[src/rtl/nabp_mapper_pkg.sv]
// Shared definitions for the NABP mapper address generator.
// Holds the FSM state encoding, default widths and fixed-point format, the
// valid angle range, and the accumulator width rule used by the walker.
package nabp_mapper_pkg;

    localparam int unsigned ANGLE_W_DEF  = 8;
    localparam int unsigned PART_W_DEF   = 16;
    localparam int unsigned BASE_W_DEF   = 16;
    localparam int unsigned FRAC_W_DEF   = 8;
    localparam int unsigned ADDR_W_DEF   = 8;
    localparam int unsigned NUM_COLS_DEF = 256;
    localparam int unsigned LUT_LAT_DEF  = 2;

    // Legal projection angles are 0..ANGLE_RANGE-1.
    localparam int unsigned ANGLE_RANGE = 180;

    typedef enum logic [1:0] {
        ST_IDLE  = 2'd0,
        ST_FETCH = 2'd1,
        ST_RUN   = 2'd2,
        ST_DONE  = 2'd3
    } state_e;

    // Wide enough that base + NUM_COLS * part never wraps.
    function automatic int unsigned acc_width(input int unsigned part_w,
                                              input int unsigned base_w,
                                              input int unsigned num_cols);
        return ((part_w > base_w) ? part_w : base_w) + $clog2(num_cols) + 1;
    endfunction

endpackage

[src/rtl/nabp_mapper_accu.sv]
// Fixed-point column accumulator for the mapper address generator.
// Ports:
//   clk, reset        clock, async active-high reset
//   load_i            capture part_i and sign-extended base_i
//   step_i            accumulator += captured part
//   part_i, base_i    LUT increment and base offset (two's complement)
//   addr_o            integer part of the accumulator, truncated to ADDR_W
//   in_range_o        integer part lies in 0..2**ADDR_W-1
// Macro NABP_MAPPER_ROUND_EN: pre-bias the loaded base by one half so the
// floor extraction becomes round-half-up; otherwise plain floor.
module nabp_mapper_accu
    import nabp_mapper_pkg::*;
#(
    parameter int unsigned PART_W = PART_W_DEF,
    parameter int unsigned BASE_W = BASE_W_DEF,
    parameter int unsigned FRAC_W = FRAC_W_DEF,
    parameter int unsigned ADDR_W = ADDR_W_DEF,
    parameter int unsigned ACC_W  = acc_width(PART_W_DEF, BASE_W_DEF, NUM_COLS_DEF)
) (
    input  logic              clk,
    input  logic              reset,
    input  logic              load_i,
    input  logic              step_i,
    input  logic [PART_W-1:0] part_i,
    input  logic [BASE_W-1:0] base_i,
    output logic [ADDR_W-1:0] addr_o,
    output logic              in_range_o
);

    localparam int unsigned INT_HI = FRAC_W + ADDR_W;

    logic [ACC_W-1:0]  acc_q, acc_d;
    logic [PART_W-1:0] part_q, part_d;
    logic [ACC_W-1:0]  base_ext;
    logic [ACC_W-1:0]  part_ext;
    logic [ACC_W-1:0]  load_val;

    assign base_ext = {{(ACC_W - BASE_W){base_i[BASE_W-1]}}, base_i};
    assign part_ext = {{(ACC_W - PART_W){part_q[PART_W-1]}}, part_q};

`ifdef NABP_MAPPER_ROUND_EN
    localparam logic [ACC_W-1:0] HALF = ACC_W'(2 ** (FRAC_W - 1));
    assign load_val = base_ext + HALF;
`else
    assign load_val = base_ext;
`endif

    // Load / step / hold.
    always_comb begin
        acc_d  = acc_q;
        part_d = part_q;
        if (load_i) begin
            acc_d  = load_val;
            part_d = part_i;
        end else if (step_i) begin
            acc_d = acc_q + part_ext;
        end
    end

    always_ff @(posedge clk or posedge reset) begin
        if (reset) begin
            acc_q  <= '0;
            part_q <= '0;
        end else begin
            acc_q  <= acc_d;
            part_q <= part_d;
        end
    end

    // Floor extraction is just a bit-slice of the two's complement value.
    assign addr_o     = acc_q[INT_HI-1:FRAC_W];
    // In range only when every bit above the address field (sign included) is zero.
    assign in_range_o = ~|acc_q[ACC_W-1:INT_HI];

endmodule

[src/rtl/nabp_mapper_addr_gen.sv]
// Mapper address generator: fetches per-angle increment/base from the LUT and
// walks one line-buffer address per column with valid/ready backpressure.
// Ports:
//   clk, reset                      clock, async active-high reset
//   angle, angle_valid, angle_ready angle request handshake (ready only in IDLE)
//   mp_angle                        angle bus to the LUT, stable through FETCH/RUN
//   mp_accu_part, mp_accu_base      LUT responses, valid LUT_LAT cycles later
//   lb_addr, lb_in_range, lb_col    output beat payload
//   lb_valid, lb_ready              output beat handshake
//   done                            one-cycle pulse after the last column
// Macro NABP_MAPPER_ROUND_EN (in nabp_mapper_accu): round-to-nearest addresses.
module nabp_mapper_addr_gen
    import nabp_mapper_pkg::*;
#(
    parameter int unsigned ANGLE_W  = ANGLE_W_DEF,
    parameter int unsigned PART_W   = PART_W_DEF,
    parameter int unsigned BASE_W   = BASE_W_DEF,
    parameter int unsigned FRAC_W   = FRAC_W_DEF,
    parameter int unsigned ADDR_W   = ADDR_W_DEF,
    parameter int unsigned NUM_COLS = NUM_COLS_DEF,
    parameter int unsigned LUT_LAT  = LUT_LAT_DEF
) (
    input  logic                        clk,
    input  logic                        reset,
    input  logic [ANGLE_W-1:0]          angle,
    input  logic                        angle_valid,
    output logic                        angle_ready,
    output logic [ANGLE_W-1:0]          mp_angle,
    input  logic [PART_W-1:0]           mp_accu_part,
    input  logic [BASE_W-1:0]           mp_accu_base,
    output logic [ADDR_W-1:0]           lb_addr,
    output logic                        lb_in_range,
    output logic [$clog2(NUM_COLS)-1:0] lb_col,
    output logic                        lb_valid,
    input  logic                        lb_ready,
    output logic                        done
);

    localparam int unsigned COL_W  = $clog2(NUM_COLS);
    localparam int unsigned WAIT_W = $clog2(LUT_LAT + 1);
    localparam int unsigned ACC_W  = acc_width(PART_W, BASE_W, NUM_COLS);

    state_e             state_q;
    logic               angle_ready_q;
    logic [ANGLE_W-1:0] mp_angle_q;
    logic [WAIT_W-1:0]  wait_q;
    logic               lb_valid_q;
    logic [COL_W-1:0]   lb_col_q;
    logic               done_q;

    logic load_c;
    logic step_c;
    logic in_range_c;

    // LUT output is captured on the cycle the wait counter reaches LUT_LAT.
    assign load_c = (state_q == ST_FETCH) && (wait_q == WAIT_W'(LUT_LAT));
    assign step_c = (state_q == ST_RUN) && lb_ready;

    // Control FSM with registered handshake outputs.
    always_ff @(posedge clk or posedge reset) begin
        if (reset) begin
            state_q       <= ST_IDLE;
            angle_ready_q <= 1'b1;
            mp_angle_q    <= '0;
            wait_q        <= '0;
            lb_valid_q    <= 1'b0;
            lb_col_q      <= '0;
            done_q        <= 1'b0;
        end else begin
            done_q <= 1'b0;
            case (state_q)
                ST_IDLE: begin
                    if (angle_valid) begin
                        mp_angle_q    <= angle;
                        wait_q        <= '0;
                        lb_col_q      <= '0;
                        angle_ready_q <= 1'b0;
                        state_q       <= ST_FETCH;
                    end
                end
                ST_FETCH: begin
                    if (load_c) begin
                        lb_valid_q <= 1'b1;
                        state_q    <= ST_RUN;
                    end else begin
                        wait_q <= wait_q + WAIT_W'(1);
                    end
                end
                ST_RUN: begin
                    if (lb_ready) begin
                        lb_col_q <= lb_col_q + COL_W'(1);
                        if (lb_col_q == COL_W'(NUM_COLS - 1)) begin
                            lb_valid_q <= 1'b0;
                            done_q     <= 1'b1;
                            state_q    <= ST_DONE;
                        end
                    end
                end
                ST_DONE: begin
                    angle_ready_q <= 1'b1;
                    state_q       <= ST_IDLE;
                end
                default: begin
                    angle_ready_q <= 1'b1;
                    lb_valid_q    <= 1'b0;
                    state_q       <= ST_IDLE;
                end
            endcase
        end
    end

    nabp_mapper_accu #(
        .PART_W (PART_W),
        .BASE_W (BASE_W),
        .FRAC_W (FRAC_W),
        .ADDR_W (ADDR_W),
        .ACC_W  (ACC_W)
    ) u_accu (
        .clk        (clk),
        .reset      (reset),
        .load_i     (load_c),
        .step_i     (step_c),
        .part_i     (mp_accu_part),
        .base_i     (mp_accu_base),
        .addr_o     (lb_addr),
        .in_range_o (in_range_c)
    );

    assign angle_ready = angle_ready_q;
    assign mp_angle    = mp_angle_q;
    assign lb_valid    = lb_valid_q;
    assign lb_col      = lb_col_q;
    assign done        = done_q;
    // Range flag only means something on a live beat.
    assign lb_in_range = in_range_c & lb_valid_q;

endmodule

[config.mk]
export PLATFORM = sky130hd
export DESIGN_NAME = nabp_mapper_addr_gen
export DESIGN_NICKNAME = d
export VERILOG_FILES = /design/src/rtl/nabp_mapper_pkg.sv /design/src/rtl/nabp_mapper_accu.sv /design/src/rtl/nabp_mapper_addr_gen.sv
export SDC_FILE = /design/constraint.sdc
export NUM_CORES = 1
export LEC_CHECK = 0
export ABC_CLOCK_PERIOD_IN_PS = 3900
export CAP_MARGIN = 10
export CORE_MARGIN = 8
export CORE_UTILIZATION = 58
export DETAILED_ROUTE_END_ITERATION = 16
export PLACE_DENSITY = 0.94
export SLEW_MARGIN = 30
export SYNTH_ARGS = -nofsm -noshare
export SYNTH_HDL_FRONTEND = slang
export SYNTH_SLANG_ARGS = --single-unit
[constraint.sdc]
create_clock -name clk -period 3.9 [get_ports clk]
set_clock_uncertainty 0.1 [all_clocks]
set_input_delay 0.39 -clock clk [delete_from_list [all_inputs] [get_ports clk]]
set_output_delay 0.39 -clock clk [all_outputs]
set_load 0.02 [all_outputs]
==> results of run 1 <==
## state kept, by name, summed over array words and instances (netlist names)
register       count
u_accu.acc_q      25
u_accu.part_q     16
lb_col             8
mp_angle           8
state_q            2
wait_q             2
angle_ready        1
done               1
lb_valid           1
## stage by stage
step | worst slack (ps) | utilization, % | instances | power (W) | hold WS (ps)
CTS | 1130 | 72.2 | 647 | 0.00507 | 395
global route | 960 | 72.2 | 647 | 0.00552 | 413
detailed placement | 1190 | 69.3 | 631 | 0.00440 | 374
global placement | 1270 | 69.3 | 631 | 0.00424 | 369
floorplan | 1400 | - | 481 | 0.00368 | 350
finish | 1080 | 72.2 | 647 | 0.00512 | 396
## path summary, 6_finish.rpt
| check | endpoint | slack (ps) | from |
|---|---|---|---|
| worst max register to register | u_accu.acc_q[22] | 1080 | u_accu.part_q[0] |
| max in group asynchronous | angle_ready | 2380 | reset |
| worst min register to register | u_accu.part_q[9] | 400 | u_accu.part_q[9] |
| worst max-delay path | u_accu.acc_q[22] | 1080 | u_accu.part_q[0] |
| min in group asynchronous | u_accu.part_q[9] | 420 | reset |
| worst min-delay path | u_accu.part_q[9] | 400 | u_accu.part_q[9] |
## critical path: stages (launching register included)
cell      delay (ps)
dfrtp_1          400
ha_1             240
fa_1             440
a211oi_1         290
o211a_1          260
o211ai_2         140
a21oi_2          200
o21ai_1          100
mux2_1           320
a211oi_1         240
## per-layer routing
layer	track usage, %	vias to the layer above
met5	0	-
met4	10.7	0
met1	26.4	1890
li1	-	1837
met3	6.80	36
met2	40.9	165
## cells in the mapped netlist, types with 3 or more instances
| library cell | n |
|---|---|
| nand2_1 | 99 |
| dfrtp_1 | 63 |
| a21oi_1 | 38 |
| nor2_1 | 35 |
| ha_1 | 30 |
| o21ai_0 | 29 |
| xnor2_1 | 12 |
| clkbuf_1 | 11 |
| inv_1 | 11 |
| a21o_1 | 10 |
| a31oi_1 | 10 |
| mux2_2 | 10 |
| buf_4 | 9 |
| xor2_1 | 9 |
| nand4_1 | 7 |
| or3_1 | 6 |
| nand3_1 | 5 |
| nor2b_1 | 5 |
| a211oi_1 | 4 |
| a22oi_1 | 4 |
| and2_1 | 4 |
| nand2b_1 | 4 |
| nor3_1 | 4 |
| o211ai_1 | 4 |
| a21oi_2 | 3 |
| nor4_1 | 3 |
| o21ai_1 | 3 |
| o22ai_1 | 3 |
## layout make-up
class / instances / area [sq um] / area share, %
well taps: 99 / 124 / 2.40
inverters: 11 / 41.3 / 0.802
multi-input cells: 382 / 2440 / 47.3
clock buffers: 10 / 138 / 2.67
flip-flops and latches: 64 / 1600 / 31.1
repair buffers: 75 / 741 / 14.4
clock inverters: 6 / 67.6 / 1.31
## kinds of logic after synthesis
kind of cell | after synthesis
mux | 13
flops | 64
fa+ha+maj | 31
compound gates | 135
xor+xnor | 21
simple gates | 182
buf+inv | 35
## where the power goes
part | switching [W] | total, W | internal, W
combinational | 0.00187 | 0.00329 | 0.00142
sequential | 0.000254 | 0.00122 | 0.000967
clock | 0.000296 | 0.000611 | 0.000315
==> impl_metrics.csv, run 1 <==
group,metric,value,unit
yosys,netlist_instances,481,
yosys,synth_area_leader_cell,"dfrtp_1",
routing,viasPerCell,6.07,
global_routing,track_usage,23.7,%
routing,drc,0,
routing,dr.max_layer_used,"met4",
yosys,synth_top_family_by_area,"compound AO/OA/AOI/OAI gates",
floorplanning,ios,72,
clocking,ctsResizeCount,0,
pwr,ir_drop,0.445,mV
clocking,cts_root_buffer,"clkbuf_8",
routing,dr.pass1.iters,5,
yosys,seq_area_frac_synth,38.0,%
clocking,h-tree-depth,3,
cells_and_area,mostFrequentLayoutCells,"nand2_1, clkdlybuf4s50_1, dfrtp_1",
worst_setup_path,path_max_fanout,4,
yosys,synthSimpleGateAreaFrac,19.1,%
routing,wirelength,11500,um
routing,vias,3928,
cells_and_area,final_common_cell,"nand2_1",
worst_setup_path,r2r_cells,9,
clocking,clockBufferDepth,2,
floorplanning,fp.dieArea,10300,sq um
cells_and_area,areaGrowthSynthToFinish,22.1,%
clocking,numCtsBuffers,9,
clocking,cts_tree,"done",
place,port_buffers,71,
hold_path,hold_path.class,"reg -> reg",
floorplanning,initial_core_util,59.1,%
worst_setup_path,cp.arrival,2980,ps
sta,slew_viol_final,0,
cells_and_area,n_antenna_cell,0,
pwr,leakagePower,2.28,nW
global_routing,grt_pass1_wl,19300,um
clocking,cts_num_sinks,64,
floorplanning,rows,31,
yosys,muxShareOfSynthArea,3.41,%
yosys,synthArstFlopShare,100,%
cells_and_area,num-fill-cells,528,
routing,route.met3.wl,956,um
run,max_cap_viol_count,0,
hold_path,holdPathStages,2,
global_routing,grt_max_degree,39,
sta,rsz0062_at_grt,"false",
global_routing,grt_pass1_vias,4137,
global_routing,antenna_found_initial,0,
sta,tns,0,ps
yosys,synthFlopType,"dfrtp_1",
place,postPlaceCellArea,4950,sq um
sta,relSlewSlack,45.1,%
sta,finalSetupViolations,0,
pwr,p_per_area,994,nW/um^2
sta,fmax,354,MHz
yosys,yosysWarnings,0,
clocking,cts_setup_buffers,0,
routing,dr_wl_met2,5620,um
yosys,syn_nets,556,
global_routing,overflow,0,
clocking,path_clk_slew,80,ps
floorplanning,die_y,101,um
cells_and_area,final_cell_area,5150,sq um
yosys,synth_fa_ha_area_share,9.37,%
floorplanning,die_w,101,um
yosys,synth_area_leaders,"dfrtp_1, ha_1, nand2_1",
yosys,syn-cell-area,4220,sq um
worst_setup_path,start_kind,"register",
sta,period_minus_slack,2820,ps
worst_setup_path,crit_type,"reg -> reg",
yosys,synth_compound_area_share,21.5,%
worst_setup_path,endpoint_kind,"register",
place,dp_hpwl,8200,um
worst_setup_path,worstPathRequired,4060,ps
place,place_congestion,0.908,
yosys,synth.distinct_cells,65,
routing,wl_per_cell,17.7,um
yosys,yosysTopAreaCellShare,37.4,%
cells_and_area,drive_gt1_share,8.39,%
clocking,hold_buffers,0,
yosys,synth-xor-area-share,4.36,%
routing,first_iter_violations,242,
sta,tightestPinTransition,822,ps
sta,timing.final.crit_share,72.4,%
sta,hold_violations,0,
yosys,synth.avg_cell_area,8.77,sq um
yosys,synth-seq-cells,64,
yosys,synth-edff-count,0,
floorplanning,coreArea,7140,sq um
cells_and_area,fin_nets,618,
status,status,"complete, no violations",
routing,met1Wirelength,4540,um
clocking,clk_latency,360,ps
routing,ant_nets,0,
Note: power is estimated with default switching activity, not from simulation.
==> run 2, diff against run 1 <==
ABC_CLOCK_PERIOD_IN_PS = 2400   (was 3900)
CORE_UTILIZATION = 49   (was 58)
PLACE_DENSITY = 0.86   (was 0.94)
clock period = 2.4 ns   (was 3.9 ns; I/O delays follow)
==> run 2 against run 1 <==
Against the previous run: the flow now finishes with violations (negative setup slack); worst hold slack worse by 200 ps; clock-buffer cell count unchanged; combinational power rose by 96%; global-route usage decreased by 3.7 points; final area grew 10%; cell count up 7.1%; fmax increased by 14%; sequential power is 65% higher; critical path depth unchanged; routed wire length grew 2.9%; largest cell class unchanged; largest power group unchanged; highest routed layer unchanged.
==> impl_metrics.csv, run 2 (synthesis results as in run 1) <==
group,metric,value,unit
worst_setup_path,r2r_cells,9,
clocking,hold_buffers,0,
worst_setup_path,crit_path_top_delay_cell,"dfrtp_1",
clocking,cts_num_sinks,64,
run,max_cap_viol_count,0,
routing,drc,0,
cells_and_area,largest_register,"u_accu.acc_q",
worst_setup_path,worstReg2RegStart,"u_accu.part_q[0]",
clocking,path_clk_slew,80,ps
sta,hold_violations,0,
pwr,pwr-share-seq,21.0,%
worst_setup_path,start_kind,"register",
routing,ant_nets,0,
clocking,clk_latency,350,ps
worst_setup_path,r2r_end,"u_accu.acc_q[22]",
place,port_buffers,71,
routing,first_iter_violations,185,
cells_and_area,areaGrowthSynthToFinish,34.4,%
routing,wl_per_cell,17.0,um
cells_and_area,reg_top3,"u_accu.acc_q x25, u_accu.part_q x16",
floorplanning,coreArea,8550,sq um
cells_and_area,final_common_cell,"nand2_1",
pwr,power.share.switching,44.1,%
worst_setup_path,path_buf_inv,0,
status,violations,"negative setup slack",
status,status,"finished with violations",
routing,dr.pass1.iters,5,
worst_setup_path,startpoint,"u_accu.part_q[0]",
pwr,p_per_area,1690,nW/um^2
place,pre_cts_slack,-114,ps
pwr,pwr-share-comb,67.5,%
sta,setup_slack,-73.7,ps
clocking,cts_tree,"done",
cells_and_area,mostFrequentLayoutCells,"nand2_1, clkdlybuf4s50_1, dfrtp_1",
worst_setup_path,path_max_fanout,3,
pwr,ir_drop,0.672,mV
pwr,power.total,0.00956,W
sta,tightestPinTransition,451,ps
cells_and_area,final_cell_area,5670,sq um
floorplanning,rows,34,
sta,relSlewSlack,69.9,%
sta,tns,-73.7,ps
floorplanning,initial_core_util,49.4,%
worst_setup_path,cpPeakStageDelay,390,ps
global_routing,track_usage,20.0,%
place,dp_hpwl,8500,um
worst_setup_path,reg2reg_slack,-70,ps
global_routing,antenna_found_initial,0,
sta,timing.final.crit_share,103,%
floorplanning,die_w,109,um
pwr,internal_power,0.00535,W
routing,wirelength,11800,um
cells_and_area,drive_gt1_share,19.3,%
clocking,clockBufferDepth,2,
floorplanning,fp.dieArea,11800,sq um
sta,rsz0062_at_grt,"true",
pwr,p_clk_share,11.4,%
hold_path,hold_path.class,"in -> async",
clocking,numCtsBuffers,9,
global_routing,grt_pass1_wl,19000,um
worst_setup_path,critPathTopFamily,"compound AO/OA/AOI/OAI gates",
worst_setup_path,worstPathRequired,2570,ps
cells_and_area,n_antenna_cell,0,
worst_setup_path,path_cells,"ha_2 > fa_2 > a211oi_2 > o211a_1 > o211ai_2 > a21oi_2 > o21ai_1 > mux2_4 > a211oi_2",
worst_setup_path,endpoint_kind,"register",
worst_setup_path,crit_type,"reg -> reg",
global_routing,grt_max_degree,33,
cells_and_area,fin_nets,655,
routing,viasPerCell,5.77,
sta,finalSetupViolations,1,
sta,fmax,404,MHz
floorplanning,die_y,109,um
cells_and_area,largest_register_ffs,25,
worst_setup_path,cp.arrival,2640,ps
sta,period_minus_slack,2470,ps
pwr,leakagePower,2.49,nW
place,place_congestion,0.934,
clocking,cts_root_buffer,"clkbuf_8",
global_routing,overflow,0,
cells_and_area,num-fill-cells,671,
routing,vias,3996,
cells_and_area,fin_util,66.3,%
floorplanning,ios,72,
place,postPlaceCellArea,5230,sq um
worst_setup_path,crit_top_cell,"a211oi_2",
clocking,h-tree-depth,3,
sta,slew_viol_final,0,
global_routing,grt_pass1_vias,4078,
pwr,power.switching,0.00422,W
run 2: cell count changes in the layout (fill, tap and decap cells not counted), moves of 6 or more:
cell	before	now
ha_1	30	16
ha_4	0	8
buf_4	4	40
ha_2	0	6
run 2: worst min-delay path: stages:
cell and delay, ps:
clkdlybuf4s50_1 410, inv_2 60, buf_4 370
run 2: area by class of cell:
class,count,area [sq um],area share (%)
multi-input combinational,382,2630,46.4
sequential,64,1600,28.3
timing repair buffer,112,1030,18.2
clock buffer,10,138,2.43
tap,108,135,2.38
clock inverter,6,91.3,1.61
inverter,11,41.3,0.728
run 2: worst max-delay path by stage:
stage / to / slack (ps) / cells past startpoint
after global placement: u_accu.acc_q[22] / -60 / 9
after floorplan: u_accu.acc_q[22] / -20 / 9
after CTS: u_accu.acc_q[22] / -80 / 9
after detailed placement: u_accu.acc_q[22] / -110 / 9
final: u_accu.acc_q[22] / -70 / 9
after global routing: u_accu.acc_q[22] / -150 / 9
run 2: timing repair:
action | 4_1_cts | 5_1_grt
buffers inserted | 2 | 3
resized for setup | 13 | 23
pin swaps | 8 | 13
setup endpoints to repair | 8 | 16
run 2: per-layer routing:
layer | part of all wire, % | vias to the layer above | track usage [%]
met5 | 0 | - | 0
met4 | 2.0 | 0 | 7.04
met3 | 6.1 | 24 | 4.91
met2 | 49 | 129 | 33.4
met1 | 43 | 1942 | 24.5
li1 | - | 1901 | -
run 2: metrics by stage:
stage	cells	hold WS [ps]
after detailed placement	673	372
after global placement	673	369
after global routing	693	271
after floorplan	481	245
after CTS	691	207
final	693	194
run 2: power groups by stage:
stage / sequential, W / clock, W / combinational [W]
floorplan: 0.00200 / 0 / 0.00400
global placement: 0.00193 / 0 / 0.00564
detailed placement: 0.00196 / 0 / 0.00579
CTS: 0.00195 / 0.00110 / 0.00602
global route: 0.00206 / 0.00115 / 0.00704
finish: 0.00201 / 0.00109 / 0.00646
